## src/rtl/pingpong_ram2b.sv

```systemverilog
// Two-bank ping-pong RAM with dual write and dual read ports.
// Writer fills one bank while reader drains the other; banks swap on done/done.
module pingpong_ram2b #(
   parameter int WORD_SIZE = 16,
   parameter int MEM_SIZE  = 32,
   parameter int ADDR_SIZE = $clog2(MEM_SIZE),
   parameter int CNT_SIZE  = 8
) (
   input  logic                 i_CLK,
   input  logic                 i_RST,
   input  logic                 i_write_en_A,
   input  logic                 i_write_en_B,
   input  logic [ADDR_SIZE-1:0] i_write_addr_A,
   input  logic [ADDR_SIZE-1:0] i_write_addr_B,
   input  logic [WORD_SIZE-1:0] i_write_data_A,
   input  logic [WORD_SIZE-1:0] i_write_data_B,
   input  logic                 i_write_done,
   output logic                 o_write_ready,
   input  logic                 i_read_en_A,
   input  logic                 i_read_en_B,
   input  logic [ADDR_SIZE-1:0] i_read_addr_A,
   input  logic [ADDR_SIZE-1:0] i_read_addr_B,
   input  logic                 i_read_done,
   output logic                 o_read_ready,
   output logic [WORD_SIZE-1:0] o_read_data_A,
   output logic [WORD_SIZE-1:0] o_read_data_B,
   output logic                 o_read_valid_A,
   output logic                 o_read_valid_B,
   output logic                 o_swap,
   output logic                 o_collision,
   output logic [CNT_SIZE-1:0]  o_frame_count
);

   typedef enum logic [1:0] {
      FILL      = 2'd0,
      FILL_BUSY = 2'd1,
      HOLD      = 2'd2
   } state_t;

   state_t state, state_nxt;
   logic   wr_bank;
   logic   swap;

   logic [WORD_SIZE-1:0] mem [2*MEM_SIZE];

   logic wr_ok_A, wr_ok_B, rd_ok_A, rd_ok_B;

   assign o_write_ready = (state != HOLD);
   assign o_read_ready  = (state != FILL);

   assign wr_ok_A = i_write_en_A & o_write_ready;
   assign wr_ok_B = i_write_en_B & o_write_ready;
   assign rd_ok_A = i_read_en_A & o_read_ready;
   assign rd_ok_B = i_read_en_B & o_read_ready;

   // Writer-done with an empty reader swaps at once, so no such state exists.
   always_comb begin
      state_nxt = state;
      swap      = 1'b0;
      unique case (state)
         FILL: begin
            if (i_write_done) begin
               swap      = 1'b1;
               state_nxt = FILL_BUSY;
            end
         end
         FILL_BUSY: begin
            if (i_write_done && i_read_done) begin
               swap      = 1'b1;
               state_nxt = FILL_BUSY;
            end else if (i_write_done) begin
               state_nxt = HOLD;
            end else if (i_read_done) begin
               state_nxt = FILL;
            end
         end
         HOLD: begin
            if (i_read_done) begin
               swap      = 1'b1;
               state_nxt = FILL_BUSY;
            end
         end
         default: state_nxt = FILL;
      endcase
   end

   always_ff @(posedge i_CLK or posedge i_RST) begin
      if (i_RST) begin
         state         <= FILL;
         wr_bank       <= 1'b0;
         o_swap        <= 1'b0;
         o_frame_count <= '0;
      end else begin
         state  <= state_nxt;
         o_swap <= swap;
         if (swap) begin
            wr_bank       <= ~wr_bank;
            o_frame_count <= o_frame_count + 1'b1;
         end
      end
   end

   // Port A is written last so it wins an address tie.
   always_ff @(posedge i_CLK) begin
      if (wr_ok_B)
         mem[{wr_bank, i_write_addr_B}] <= i_write_data_B;
      if (wr_ok_A)
         mem[{wr_bank, i_write_addr_A}] <= i_write_data_A;
   end

   always_ff @(posedge i_CLK or posedge i_RST) begin
      if (i_RST) begin
         o_collision    <= 1'b0;
         o_read_valid_A <= 1'b0;
         o_read_valid_B <= 1'b0;
         o_read_data_A  <= '0;
         o_read_data_B  <= '0;
      end else begin
         o_collision    <= wr_ok_A & wr_ok_B &
                           (i_write_addr_A == i_write_addr_B);
         o_read_valid_A <= rd_ok_A;
         o_read_valid_B <= rd_ok_B;
         if (rd_ok_A)
            o_read_data_A <= mem[{~wr_bank, i_read_addr_A}];
         if (rd_ok_B)
            o_read_data_B <= mem[{~wr_bank, i_read_addr_B}];
      end
   end

endmodule

```

## config.mk

```make
export PLATFORM = sky130hd
export DESIGN_NAME = pingpong_ram2b
export DESIGN_NICKNAME = d
export VERILOG_FILES = /design/src/rtl/pingpong_ram2b.sv
export SDC_FILE = /design/constraint.sdc
export NUM_CORES = 2
export LEC_CHECK = 0
export ABC_AREA = 0
export CAP_MARGIN = 15
export CORE_ASPECT_RATIO = 0.5
export CORE_MARGIN = 1.5
export CORE_UTILIZATION = 40
export DETAILED_ROUTE_END_ITERATION = 12
export HOLD_SLACK_MARGIN = 0.03
export PLACE_DENSITY_LB_ADDON = 0.25
export SLEW_MARGIN = 20
export SYNTH_ARGS = -nofsm -noshare
export SYNTH_HDL_FRONTEND = slang
export SYNTH_SLANG_ARGS = --single-unit
```

## constraint.sdc

```tcl
create_clock -name i_CLK -period 3.6 [get_ports i_CLK]
set_input_delay 0.54 -clock i_CLK [delete_from_list [all_inputs] [get_ports i_CLK]]
set_output_delay 0.54 -clock i_CLK [all_outputs]
set_load 0.05 [all_outputs]
```

Word-level counts from Yosys, hierarchy flattened
Memory sizes are Yosys's and may differ from the RTL's. A register that Yosys moved wholly into a read port is not among the register bits. Index checks and enable logic that the tools add are counted. Widths: inputs -> output; s select.

Register bits after elaboration: 15. Bits in latches: 0. Bits in writable memories: 1024. Bits in read-only memories: 0. Input port bits: 60. Word-level logic and storage cells: 41. Memories: 1.

Memories: mem (depth 64, bits a word 16, read ports 2, clocked after memory_dff 2, write ports 2, line 44) `logic [WORD_SIZE-1:0] mem [2*MEM_SIZE];`.

Add/subtract/negate cells: 1. Multipliers: 0. Div/mod/pow operators: 0. $lt $le $gt $ge: 0. Equal/unequal tests: 7. Shift-type cells: 0. Mux-type cells: 14. Bitwise gates (word level): 7. Reductions and logical operators: 4.

Operator list (number): $mux 2 (5); $add 8x1->8 const B (1); $mux 1 (7); $and 1x1->1 (6); $ne 2x2->1 const B (3); $pmux 2 s3 (1); $eq 5x5->1 (1); $ne 4x4->1 const B (1); $pmux 1 s3 (1); $reduce_and 3->1 (1); $eq 2x1->1 const B (1); $eq 2x2->1 const B (1); $logic_not 2->1 (1); $reduce_bool 2->1 (1); $logic_and 1x1->1 (1); $not 1->1 (1).

Depth between registers and ports, before layout
Depth in word-level cells: 4. Gate-level depth with buffers: 11. Mapped depth without buffers: 6.

Worst setup path before layout
OpenSTA, ideal clock, no wires.

Path kind: input port to flip-flop. Start point: in i_write_addr_B[2]. End point: mem mem[36][0] (enable). Library setup time: 0.411 ns. Arrival: 2.764 ns. Slack: 0.424 ns. Stages: 5. Path buffers: 2. Cells stage by stage: clkbuf_1 > or3b_1 > or2_2 > clkbuf_1 > o21ai_0.

RTL lines: from (decl) (line 14) `input logic [ADDR_SIZE-1:0] i_write_addr_B,`; to (decl) (line 44).

==> summary.md <==
| Metric | Value |
|---|---|
| Status | complete, no violations |
| Main combinational cell family by area after synthesis | multiplexers |
| CP startpoint kind | primary input |
| Leak | ~0.024 uW |
| Layout cells sized above 1 | between 40% and 50% |
| Post-DP HPWL | approximately 150000 microns |
| Yosys warning total | 0 |
| Post-CTS setup buffers | 0 |
| Worst-Skew Late Latency | between 0.7 and 0.8 ns |
| Inst Count DP | a little over 6000 |
| IO Pins | between 100 and 150 |
| GR Overflow Total | 0 |
| Post-CTS Hold Buffers | 0 |
| Final Power | about 32000 uW |
| Number of vias in the routed layout | between 40000 and 50000 |
| CP cell instances | buf_8 > buf_12 > buf_4 > mux4_2 > nor2b_1 > a211oi_1 > nor3_1 > a221o_1 |
| Reg2reg setup slack | 0.60 ns |
| Initial antenna violation count | 13 |
| Avg Synthesized Cell Area | roughly 15 sq um |
| CTS tree | built |
| Area leader, netlist | edfxtp_1 |
| Cell Count, Final, Fillers Out | 6441 |
| Synth Register Bits | ~1100 |
| Count of final hold-check violations | 0 |
| Clock Path Buffers | 3 |
| Reg2reg start | state[0]$_DFFE_PP0P_ |
| Synth Cell Area | around 63000 sq um |
| FMAX | 328.6 MHz |
| Number of I/O port buffers | between 100 and 150 |
| Period utilization | a little over four fifths |
| Reg clk slew, reported paths | 0.07 ns |
| First-pass GRT wire length | between 300000 and 400000 microns |
| Area Growth Syn to Fin | 13.00% |
| Post-Synth Adder-Cell Area | less than 1% |
| Netlist cell types | 47 |
| P per Cell Area | approximately 450 nW/um^2 |
| Tot GR Track Use | between 20% and 30% |
| Clk_skew | approximately 0.033 ns |
| Crit path max fanout | 57 |
| Post-Synth Simple-Gate Area | 2.356% |
| Unrepaired setup endpoints after global routing | no |
| Seq/Total Area, Yosys | about half |
| CTS HTree Levels | 3 |
| DR pass1 iterations | 6 |
| Initial DRC Count | ~6500 |
| Top post-synthesis cells by area | edfxtp_1, mux2_2, mux4_2 |
| Top cell type's share of synthesized area | around half |
| Min Tclk post-route | ~3.0 ns |
| Starting density of the core | between 40% and 50% |
| Die Footprint | approximately 160000 sq um |
| Crit path kind | primary input to flip-flop |
| Buffers & Inverters on Critical Path | 3 |
| Hold crit path type | primary input to async pin |
| DR vias/cell | about 6.6 |
| Gp weighted congestion | 1.003 |
| Drt total wl | 237300 microns |
| Core Region | 155700 sq um |
| Core Rows | around 100 |
| Headroom to the max-slew limit | ~17% |
| Total CTS buffers | 106 |
| Nets | 4329 |
| Max-slew violations | 0 |
| Compound-gate portion of the synthesized area | just under 6% |
| Worst reg2reg path depth | 7 |
| Final core area utilization | a little under half |
| Crit-path slowest cell | a211oi_1 |
| Critical Path Max Stage Delay | approximately 0.67 ns |
| Vias in the first global route | ~42000 |
| R2R Path End | mem[52][12]$_DFFE_PP_ |
| Setup Viol. Count Final | 0 |
| Post-Syn Instances | 4258 |
| CTS resizes | 0 |
| Drc violations | 0 |
| CP endpoint kind | flip-flop |
| Syn_nets | around 4300 |
| Multiplexer share of the synthesized area | around 37% |
| Clk sink count | roughly 1100 |
| Crit path DAT | about 3.7 ns |
| WL/cell | 36.84 microns |
| Xor/xnor share of the synthesized area | 0.1803% |
| Slew at the pin closest to its max-slew limit | between 1 and 1.5 ns |
| Root Buffer | clkbuf_16 |
| Req. time, crit path | 4.24 ns |
| Antenna Nets Post-Route | 0 |
| Crit-path leading delay family | buffers and inverters |
| Peak VDD IR | ~0.44 mV |
| Height of the die | roughly 280 microns |
| Largest net degree at the start of global routing | slightly below 80 |
| Die X | between 500 and 600 microns |
| Number of max-cap violations | 0 |
-- cells in the mapped netlist (all sizes together) --
library cell  count
nand2b            7
a31oi            32
or3b              6
o2bb2ai           1
o22ai            92
dfrtp            47
a221o            32
nor3b             3
edfxtp         1024
a21oi             2
and3              1
and2              6
nand3b           10
a22o             32
or2              10
mux2i           417
clkbuf          304
mux4            305
a2111oi          32
o211ai           32
nand3            41
xor2              6
or3               6
nor2b            58
nand4             3
a22oi           160
nor3             34
buf             245
o21ai            52
xnor2             7
mux2           1102
nor2             58
nand2            37
ha                1
inv               3
a211oi           49
nor4              1
-- layer usage --
metal | vias to the layer above | part of all wire [%] | global-route usage, %
met1 | 22530 | 40 | 40.03
met3 | 420 | 11 | 7.150
li1 | 17150 | - | -
met5 | - | 0.023 | 0
met4 | 8 | 4.5 | 11.49
met2 | 2549 | 45 | 44.09
-- area by class of cell --
type | count | area (sq um)
fill | 13680 | 84350
sequential | 1071 | 31930
multi-input combinational | 2635 | 29250
timing repair buffer | 451 | 4182
clock buffer | 137 | 2799
tap | 2080 | 2603
clock inverter | 62 | 570.5
inverter | 3 | 12.51
antenna | 2 | 5.005
-- power by group --
group / internal (uW) / switching, uW / total, uW / leakage (uW)
registers: 14100 / 499 / 14600 / 0.00981
clock network: 6090 / 5250 / 11300 / 0.00165
logic: 2230 / 3750 / 5980 / 0.0123
-- cell families (layout without fill, tap and decap cells) --
logic type	after synthesis	after routing
AO/OA/AOI/OAI	516	516
XOR/XNOR	13	13
adder cells (fa/ha/maj)	1	1
buffers and inverters	552	653
flip-flops	1071	1071
multiplexers	1824	1824
other	0	2
AND/OR/NAND/NOR	281	281
-- worst reg2reg max path, cell delays in order, from the launching register on --
cell and delay [ns]:
dfrtp_1 0.42, nand2b_1 0.33, nand2_1 0.12, nor2_1 0.26, nand2_1 0.58, nor2_1 0.29
buf_4 0.34, mux2_2 0.40
-- stage by stage --
stage          hold slack (ns)  instance area [sq um]  setup slack, ns  TNS (ns)
2_1_floorplan           0.5029                  63130           0.4244         0
3_3_place_gp            0.4603                  67930          -0.1272   -0.1915
3_5_place_dp            0.4810                  67930          -0.1079   -0.2682
4_1_cts                 0.3571                  71300           0.6552         0
5_1_grt                 0.3053                  71340           0.5731         0
6_report                0.2538                  71340           0.5568         0
-- worst max-delay path by stage --
| stage | to | from | slack, ns | cells past startpoint |
|---|---|---|---|---|
| floorplan | mem[36][0]$_DFFE_PP_ | i_write_addr_B[2] | 0.42 | 5 |
| global route | mem[52][12]$_DFFE_PP_ | state[0]$_DFFE_PP0P_ | 0.57 | 7 |
| detailed placement | o_read_data_B[12]$_DFFE_PP0P_ | i_read_addr_B[2] | -0.11 | 7 |
| global placement | o_read_data_B[14]$_DFFE_PP0P_ | i_read_addr_B[2] | -0.13 | 8 |
| CTS | o_write_ready | state[0]$_DFFE_PP0P_ | 0.66 | 2 |
| finish | o_read_data_B[14]$_DFFE_PP0P_ | i_read_addr_B[2] | 0.56 | 8 |
-- sequential cells by signal, summed over array words and instances, names as in the netlist --
| signal | count |
|---|---|
| o_frame_count | 8 |
| o_read_valid_B | 1 |
| o_swap | 1 |
| o_collision | 1 |
| o_read_valid_A | 1 |
| state | 2 |
| wr_bank | 1 |
| o_read_data_B | 16 |
| mem | 1024 |
| o_read_data_A | 16 |
-- cell usage in the layout, fill, tap and decap left out, types with 33 or more instances in the layout --
| cell | n |
|---|---|
| mux2_2 | 1039 |
| edfxtp_1 | 1024 |
| mux2i_1 | 417 |
| mux4_2 | 305 |
| buf_4 | 292 |
| a22oi_1 | 160 |
| clkbuf_16 | 106 |
| clkdlybuf4s50_1 | 67 |
| mux2_1 | 63 |
| nor2b_1 | 54 |
| buf_12 | 54 |
| a211oi_1 | 49 |
| o22ai_1 | 48 |
| dfrtp_1 | 47 |
| o22ai_2 | 44 |
| nand3_1 | 40 |
| nand2_1 | 37 |
| nor2_1 | 36 |
| nor3_1 | 33 |
Power figures use the tool's default switching activity.
